===== src/rtl/cluster_pkg.sv =====
// Shared types and constants for the cluster transmit path.
//   cluster_t  : one 14-bit cluster {cnt[2:0], adr[10:0]}; adr == INVALID_ADR marks an empty slot.
//   out_word_t : one 17-bit output word {bx_tag[2:0], cluster}.
package cluster_pkg;

  localparam int CLUSTER_W = 14;
  localparam int ADR_W     = 11;
  localparam int CNT_W     = 3;
  localparam int BX_W      = 12;
  localparam int TAG_W     = 3;
  localparam int NUM_CL    = 8;
  localparam int OUT_W     = TAG_W + CLUSTER_W;

  localparam logic [ADR_W-1:0] INVALID_ADR = 11'h7FF;

  typedef struct packed {
    logic [CNT_W-1:0] cnt;
    logic [ADR_W-1:0] adr;
  } cluster_t;

  typedef struct packed {
    logic [TAG_W-1:0] bx_tag;
    cluster_t         cluster;
  } out_word_t;

endpackage


===== src/rtl/cluster_tx_scheduler_if.sv =====
// Output stream of the cluster scheduler toward the link serializer.
//   out_data  : buffered word {bx_tag, cnt, adr}
//   out_valid : out_data holds a buffered word
//   out_ready : consumer can take a word this cycle
// Handshake: a word moves on every clock edge where out_valid and out_ready
// are both high. While out_valid is high and out_ready is low, the source
// keeps out_valid high and out_data unchanged. out_valid never depends on
// out_ready.
interface cluster_tx_scheduler_if;
  import cluster_pkg::*;

  out_word_t out_data;
  logic      out_valid;
  logic      out_ready;

  modport master (output out_data, output out_valid, input out_ready);
  modport slave  (input out_data, input out_valid, output out_ready);

endinterface


===== src/rtl/cluster_fifo_2w1r.sv =====
// Circular buffer with two write ports and one first-word-fall-through read port.
//   clk, rst_n   : clock, synchronous active-low reset
//   we0/wd0      : write port 0 (lands at the write pointer)
//   we1/wd1      : write port 1 (lands after port 0 when both are used)
//   re           : pop the head; ignored when empty
//   rd_data      : head word, 0 when empty
//   rd_valid     : buffer not empty
//   count/free   : stored entries / empty entries
// The writer must not exceed 'free'; the buffer does not guard against it.
module cluster_fifo_2w1r
  import cluster_pkg::*;
#(
  parameter  int DEPTH = 32,
  localparam int AW    = $clog2(DEPTH),
  localparam int CW    = AW + 1
) (
  input  logic          clk,
  input  logic          rst_n,
  input  logic          we0,
  input  out_word_t     wd0,
  input  logic          we1,
  input  out_word_t     wd1,
  input  logic          re,
  output out_word_t     rd_data,
  output logic          rd_valid,
  output logic [CW-1:0] count,
  output logic [CW-1:0] free
);

  out_word_t     mem [DEPTH];
  logic [AW-1:0] wr_ptr;
  logic [AW-1:0] rd_ptr;
  logic [AW-1:0] addr1;
  logic          pop;

  assign rd_valid = (count != '0);
  assign pop      = re & rd_valid;
  assign free     = CW'(DEPTH) - count;
  // Gating keeps stale memory contents off the bus when empty.
  assign rd_data  = rd_valid ? mem[rd_ptr] : '0;
  assign addr1    = we0 ? wr_ptr + AW'(1) : wr_ptr;

  always_ff @(posedge clk) begin
    if (we0) mem[wr_ptr] <= wd0;
    if (we1) mem[addr1]  <= wd1;
  end

  // Pointers are AW bits wide, so they wrap modulo DEPTH on their own.
  always_ff @(posedge clk) begin
    if (!rst_n) begin
      wr_ptr <= '0;
      rd_ptr <= '0;
      count  <= '0;
    end else begin
      wr_ptr <= wr_ptr + AW'(we0) + AW'(we1);
      if (pop) rd_ptr <= rd_ptr + AW'(1);
      count  <= count + CW'(we0) + CW'(we1) - CW'(pop);
    end
  end

endmodule


===== src/rtl/cluster_tx_scheduler.sv =====
// Serialises the eight per-BX clusters onto a one-cluster-per-cycle stream.
//   clock4x, global_reset_n : 160 MHz clock, synchronous active-low reset
//   enable                  : 0 ignores in_valid; buffered data still drains
//   bc0, in_valid           : BX-zero marker and new-snapshot strobe
//   cluster0..cluster7      : snapshot, adr == 0x7FF means no cluster
//   tx                      : output stream (out_data/out_valid/out_ready)
//   occupancy               : buffered entries
//   bx_cnt                  : current BX number
//   drop_cnt, overflow      : saturating lost-cluster count, sticky drop flag
// A snapshot is staged, then the two lowest pending clusters per cycle are
// written into the buffer. A new snapshot arriving before staging empties
// discards whatever is still pending after that cycle's writes.
module cluster_tx_scheduler
  import cluster_pkg::*;
#(
  parameter int DEPTH  = 32,
  parameter int BX_MAX = 3563,
  parameter int DROP_W = 16
) (
  input  logic                     clock4x,
  input  logic                     global_reset_n,
  input  logic                     enable,
  input  logic                     bc0,
  input  logic                     in_valid,
  input  logic [CLUSTER_W-1:0]     cluster0,
  input  logic [CLUSTER_W-1:0]     cluster1,
  input  logic [CLUSTER_W-1:0]     cluster2,
  input  logic [CLUSTER_W-1:0]     cluster3,
  input  logic [CLUSTER_W-1:0]     cluster4,
  input  logic [CLUSTER_W-1:0]     cluster5,
  input  logic [CLUSTER_W-1:0]     cluster6,
  input  logic [CLUSTER_W-1:0]     cluster7,
  cluster_tx_scheduler_if.master   tx,
  output logic [$clog2(DEPTH):0]   occupancy,
  output logic [BX_W-1:0]          bx_cnt,
  output logic [DROP_W-1:0]        drop_cnt,
  output logic                     overflow
);

  localparam int CW = $clog2(DEPTH) + 1;

  cluster_t           in_cl [NUM_CL];
  cluster_t           stage [NUM_CL];
  logic [NUM_CL-1:0]  pending;
  logic [NUM_CL-1:0]  in_mask;
  logic [NUM_CL-1:0]  clr_mask;
  logic [NUM_CL-1:0]  left;
  logic [TAG_W-1:0]   stage_tag;
  logic               accept;
  logic [BX_W-1:0]    bx_next;
  logic               has0, has1;
  logic [2:0]         idx0, idx1;
  logic               we0, we1;
  out_word_t          wd0, wd1;
  logic [CW-1:0]      free;
  logic [3:0]         left_cnt;
  logic [DROP_W:0]    drop_sum;
  logic [DROP_W-1:0]  drop_next;

  assign accept = in_valid & enable;

  always_comb begin
    in_cl[0] = cluster_t'(cluster0);
    in_cl[1] = cluster_t'(cluster1);
    in_cl[2] = cluster_t'(cluster2);
    in_cl[3] = cluster_t'(cluster3);
    in_cl[4] = cluster_t'(cluster4);
    in_cl[5] = cluster_t'(cluster5);
    in_cl[6] = cluster_t'(cluster6);
    in_cl[7] = cluster_t'(cluster7);
    for (int i = 0; i < NUM_CL; i++) in_mask[i] = (in_cl[i].adr != INVALID_ADR);
  end

  always_comb begin
    if (bc0)                            bx_next = '0;
    else if (bx_cnt == BX_W'(BX_MAX))   bx_next = '0;
    else                                bx_next = bx_cnt + BX_W'(1);
  end

  // Two-lowest-set-bit picker over the pending mask.
  always_comb begin
    has0 = 1'b0;
    has1 = 1'b0;
    idx0 = '0;
    idx1 = '0;
    for (int i = 0; i < NUM_CL; i++) begin
      if (pending[i]) begin
        if (!has0) begin
          has0 = 1'b1;
          idx0 = 3'(i);
        end else if (!has1) begin
          has1 = 1'b1;
          idx1 = 3'(i);
        end
      end
    end
  end

  // Space is judged on the start-of-cycle count; a pop this cycle does not help.
  assign we0 = has0 && (free != '0);
  assign we1 = has1 && (free > CW'(1));
  assign wd0 = {stage_tag, stage[idx0]};
  assign wd1 = {stage_tag, stage[idx1]};

  always_comb begin
    clr_mask = '0;
    if (we0) clr_mask[idx0] = 1'b1;
    if (we1) clr_mask[idx1] = 1'b1;
    left     = pending & ~clr_mask;
    left_cnt = '0;
    for (int i = 0; i < NUM_CL; i++) left_cnt = left_cnt + 4'(left[i]);
  end

  assign drop_sum  = {1'b0, drop_cnt} + (DROP_W+1)'(left_cnt);
  assign drop_next = drop_sum[DROP_W] ? '1 : drop_sum[DROP_W-1:0];

  always_ff @(posedge clock4x) begin
    if (!global_reset_n) begin
      pending   <= '0;
      stage_tag <= '0;
      bx_cnt    <= '0;
      drop_cnt  <= '0;
      overflow  <= 1'b0;
      for (int i = 0; i < NUM_CL; i++) stage[i] <= '0;
    end else if (accept) begin
      // Whatever this cycle's writes leave behind is lost to the new snapshot.
      if (left != '0) begin
        drop_cnt <= drop_next;
        overflow <= 1'b1;
      end
      pending   <= in_mask;
      stage_tag <= bx_next[TAG_W-1:0];
      bx_cnt    <= bx_next;
      for (int i = 0; i < NUM_CL; i++) stage[i] <= in_cl[i];
    end else begin
      pending <= left;
    end
  end

  cluster_fifo_2w1r #(.DEPTH(DEPTH)) u_fifo (
    .clk      (clock4x),
    .rst_n    (global_reset_n),
    .we0      (we0),
    .wd0      (wd0),
    .we1      (we1),
    .wd1      (wd1),
    .re       (tx.out_ready),
    .rd_data  (tx.out_data),
    .rd_valid (tx.out_valid),
    .count    (occupancy),
    .free     (free)
  );

endmodule


===== src/flat_wrapper.sv =====
// flat-port wrapper written by rule: the top's interface ports become plain ports
module cluster_tx_scheduler_flat import cluster_pkg::*;
#(
  parameter int DEPTH  = 32,
  parameter int BX_MAX = 3563,
  parameter int DROP_W = 16
)
  (clock4x, global_reset_n, enable, bc0, in_valid, cluster0, cluster1, cluster2, cluster3, cluster4, cluster5, cluster6, cluster7, occupancy, bx_cnt, drop_cnt, overflow, tx_out_data, tx_out_valid, tx_out_ready);
  cluster_tx_scheduler_if tx_i ();
  input  logic clock4x;
  input  logic global_reset_n;
  input  logic enable;
  input  logic bc0;
  input  logic in_valid;
  input  logic [CLUSTER_W-1:0] cluster0;
  input  logic [CLUSTER_W-1:0] cluster1;
  input  logic [CLUSTER_W-1:0] cluster2;
  input  logic [CLUSTER_W-1:0] cluster3;
  input  logic [CLUSTER_W-1:0] cluster4;
  input  logic [CLUSTER_W-1:0] cluster5;
  input  logic [CLUSTER_W-1:0] cluster6;
  input  logic [CLUSTER_W-1:0] cluster7;
  output logic [$clog2(DEPTH):0] occupancy;
  output logic [BX_W-1:0] bx_cnt;
  output logic [DROP_W-1:0] drop_cnt;
  output logic overflow;
  output wire logic [$bits(tx_i.out_data)-1:0] tx_out_data;
  output wire logic [$bits(tx_i.out_valid)-1:0] tx_out_valid;
  input wire logic [$bits(tx_i.out_ready)-1:0] tx_out_ready;
  assign tx_out_data = tx_i.out_data;
  assign tx_out_valid = tx_i.out_valid;
  assign tx_i.out_ready = tx_out_ready;
  cluster_tx_scheduler #(.DEPTH(DEPTH), .BX_MAX(BX_MAX), .DROP_W(DROP_W)) u_core (.clock4x(clock4x), .global_reset_n(global_reset_n), .enable(enable), .bc0(bc0), .in_valid(in_valid), .cluster0(cluster0), .cluster1(cluster1), .cluster2(cluster2), .cluster3(cluster3), .cluster4(cluster4), .cluster5(cluster5), .cluster6(cluster6), .cluster7(cluster7), .tx(tx_i), .occupancy(occupancy), .bx_cnt(bx_cnt), .drop_cnt(drop_cnt), .overflow(overflow));
endmodule

===== config.mk =====
export PLATFORM = sky130hd
export DESIGN_NAME = cluster_tx_scheduler_flat
export DESIGN_NICKNAME = d
export VERILOG_FILES = /design/src/rtl/cluster_pkg.sv /design/src/rtl/cluster_tx_scheduler_if.sv /design/src/rtl/cluster_fifo_2w1r.sv /design/src/rtl/cluster_tx_scheduler.sv /design/src/flat_wrapper.sv
export SDC_FILE = /design/constraint.sdc
export NUM_CORES = 1
export LEC_CHECK = 0
export ABC_CLOCK_PERIOD_IN_PS = 8840
export CORE_UTILIZATION = 60
export DETAILED_ROUTE_END_ITERATION = 12
export GPL_TIMING_DRIVEN = 0
export PLACE_DENSITY_LB_ADDON = 0.3
export SETUP_SLACK_MARGIN = 0.02
export SYNTH_ARGS = -nofsm -noshare
export SYNTH_HDL_FRONTEND = slang
export SYNTH_SLANG_ARGS = --single-unit
export TNS_END_PERCENT = 100

===== constraint.sdc =====
create_clock -name clock4x -period 8.84 [get_ports clock4x]
set_clock_uncertainty 0.1 [all_clocks]
set_input_delay 0.884 -clock clock4x [delete_from_list [all_inputs] [get_ports clock4x]]
set_output_delay 0.884 -clock clock4x [all_outputs]
set_load 0.02 [all_outputs]

==> out/results.ini <==
[critical_path]
regToRegStartpoint=u_core.pending[0]
path_max_fanout=10
crit_path_end_kind=flop
worst_ep_required_time_ps=9300
r2r_setup_slack_ps=910
r2r_end=u_core.drop_cnt[7]
cp-startpoint=u_core.pending[0]
critPathCapture=u_core.drop_cnt[7]
crit_type=reg -> reg
crit_arrival_ps=8380
startpoint_type=flop
worstRegToRegCells=25

[finish]
final_nets=2937
syn_to_final_growth_pct=14.98
fill_cells=3982
drive_gt1_frac=0.1668

[grt]
grt_use_met2=0.6020
grt_pass1_vias=24660
grt_max_degree=79
top_usage_layer=met2
grt_pass1_wl_mm=160.5
grt_use_total=0.3569
met3_usage=0.06040
grt_use_met1=0.4417
antenna_found_initial=1
grt-ovfl-total=0

[floorplan]
initial_core_util=0.6054
die_h_um=248.6
rows=90
core_mm2=0.06025
dieArea_mm2=0.06178
die_w_um=248.6
io_pins=171

[placement]
post-dp-hpwl_mm=79.78
place_congestion=0.9320
io_buffers=170

[sta]
finalSetupViolCount=0
slew_headroom=-0.02360
timing.hold.ws_ps=379.1
tns_ps=0
tightest_slew_ps=1524
final.min_clock_period_ps=7928
finalCritPeriodShare=0.8968
rsz0062_at_grt=false
drv_slew=8
final-hold-violation-count=0
fmax_ghz=0.1261

[detailed_routing]
vias_per_cell=6.677
route.detailed.drc=0
drt_pass1_iterations=8
routed_wl_mm=109.7
drt_iter0_markers=2746
drtAntennaViolNets=0
wl_per_cell_um=30.26
vias=24200

[clock_network]
ctsResizeCount=0
htreeDepth=3
cts_tree=yes
ctsRootBufferMaster=clkbuf_16
clk_path_buf_depth=3
cts_sinks=714
ctsHoldBuffers=0
path_clk_slew_ps=50
cts_setup_buffers=0
numCtsBuffers=74
clk_latency_ps=620

[synth]
ys_seq_area_frac=0.5719
synth_edf_count=656
syn-instance-count=2518
synth_cell_types=92
yosysWarnings=0
synthArstFlopShare=0
syn_nets=2672
synth_area_mm2=0.03647
ys_ff_latch=714
syn_area_per_cell_um2=14.49
yosys_most_used_dff=edfxtp_1

[pwr]
clkPwrFrac=0.270
ir_drop_mv=0.1729
intPower_w=0.007521
p_leak_nw=14.70
pwr-share-comb=0.354
p_seq_frac=0.375
power.switching_w=0.004036
powerDensity_mw_per_mm2=275.6
swShare=0.3492
finalPower_w=0.01156

[min_path]
hp-class=reg -> reg
holdPathStages=2

[run_status]
status=complete, but fails checks
violations=capacitance limit, slew limit

[job]
cap_viol_max_count=2

synthesized netlist by cell type, types with 16 or more instances:
cell / number / share of area
o22ai_1: 18 / 0.0031
o21ai_0: 32 / 0.0044
nor2_1: 72 / 0.0074
inv_1: 33 / 0.0034
a21oi_1: 89 / 0.012
ha_1: 28 / 0.0096
nand2b_1: 17 / 0.0029
edfxtp_1: 656 / 0.54
and2_1: 123 / 0.021
nor3_1: 29 / 0.0040
buf_2: 57 / 0.0078
mux4_2: 170 / 0.10
a21o_1: 18 / 0.0037
clkbuf_1: 133 / 0.014
nand4_1: 24 / 0.0041
dfxtp_1: 58 / 0.032
nand3_1: 25 / 0.0034
nor4_1: 18 / 0.0031
mux2i_1: 480 / 0.13
nand2_1: 175 / 0.018
a222oi_1: 16 / 0.0044
buf_1: 18 / 0.0019
per-stage QoR:
stage | util | instance area, um2 | std cells | worst slack, ps
after floorplan | - | 36480 | 2518 | 2204
after global placement | 0.6499 | 39160 | 3470 | 1185
after detailed placement | 0.6563 | 39540 | 3489 | 1094
after CTS | 0.6960 | 41930 | 3623 | 1064
after global routing | 0.6961 | 41940 | 3623 | 455.3
final | 0.6961 | 41940 | 3624 | 912.0
worst min path at each step:
| stage | slack, ps | startpoint | to |
|---|---|---|---|
| 2_1_floorplan | 380 | u_core.u_fifo.rd_ptr[4] | flop |
| 3_3_place_gp | 360 | u_core.overflow | u_core.overflow |
| 3_5_place_dp | 360 | u_core.overflow | u_core.overflow |
| 4_1_cts | 380 | u_core.overflow | u_core.overflow |
| 5_1_grt | 400 | u_core.overflow | u_core.overflow |
| 6_report | 380 | u_core.overflow | u_core.overflow |
routing by layer:
metal,up-vias,part of all wire
met3,301,0.082
li1,10250,-
met4,2,0.060
met1,12270,0.36
met2,1376,0.50
met5,-,0.00010
power groups by stage:
stage,registers (W),clock network (W),logic (W)
3_3_place_gp,0.00439,0,0.00383
6_report,0.00434,0.00313,0.00409
4_1_cts,0.00433,0.00312,0.00404
3_5_place_dp,0.00440,0,0.00400
5_1_grt,0.00435,0.00325,0.00430
2_1_floorplan,0.00436,0,0.00253
cell families (layout without fill, tap and decap cells):
kind of cell	Yosys count	in the layout	share of synthesized area
AO/OA/AOI/OAI	245	245	0.04559
XOR/XNOR	28	28	0.007444
adder cells (fa/ha/maj)	37	37	0.01427
buffers and inverters	273	596	0.03537
flip-flops	714	714	0.5719
multiplexers	651	651	0.2370
other	0	1	0
AND/OR/NAND/NOR	570	570	0.08843
worst max-delay path, cell delays in order (launching register included):
cell,delay (ps)
dfxtp_1,340
inv_1,120
ha_1,150
buf_2,190
or4b_4,510
o31ai_1,220
a22oi_1,130
o211ai_1,630
clkbuf_1,590
nand2_1,200
o221ai_1,340
ha_1,300
inv_1,70
fa_1,440
fa_1,460
fa_1,430
fa_1,540
fa_1,430
nor2b_1,120
o21ai_0,80
nand2b_1,90
clkbuf_1,340
nand3_1,370
nand2_1,210
nor3b_1,230
o221a_2,210
final cells by class:
| cell class | count | area (um2) | area share |
|---|---|---|---|
| antenna | 1 | 2.502 | 0.00005967 |
| inverter | 35 | 133.9 | 0.003192 |
| timing repair buffer | 189 | 1942 | 0.04630 |
| tap | 782 | 978.4 | 0.02333 |
| buffer | 238 | 1164 | 0.02775 |
| multi-input combinational | 1531 | 14470 | 0.3450 |
| sequential | 714 | 20860 | 0.4974 |
| clock inverter | 35 | 346.6 | 0.008264 |
| clock buffer | 99 | 2039 | 0.04863 |
flip-flops by register name (all words and copies together) (netlist names), 5 cells and up, named ones only:
signal and flops:
u_core.bx_cnt 10, u_core.drop_cnt 16, u_core.pending 8, u_core.stage 112
u_core.u_fifo.count 6, u_core.u_fifo.mem 544, u_core.u_fifo.rd_ptr 5, u_core.u_fifo.wr_ptr 5
cells in the final DEF, fill, tap and decap left out, types with 72 or more instances in the layout:
cell	instances
nor2_1	72
clkdlybuf4s50_1	170
mux2i_1	480
and2_1	123
clkbuf_1	149
a21oi_1	89
edfxtp_1	656
mux4_2	170
nand2_1	175
clkbuf_16	77
Note: power is estimated with default switching activity, not from simulation.
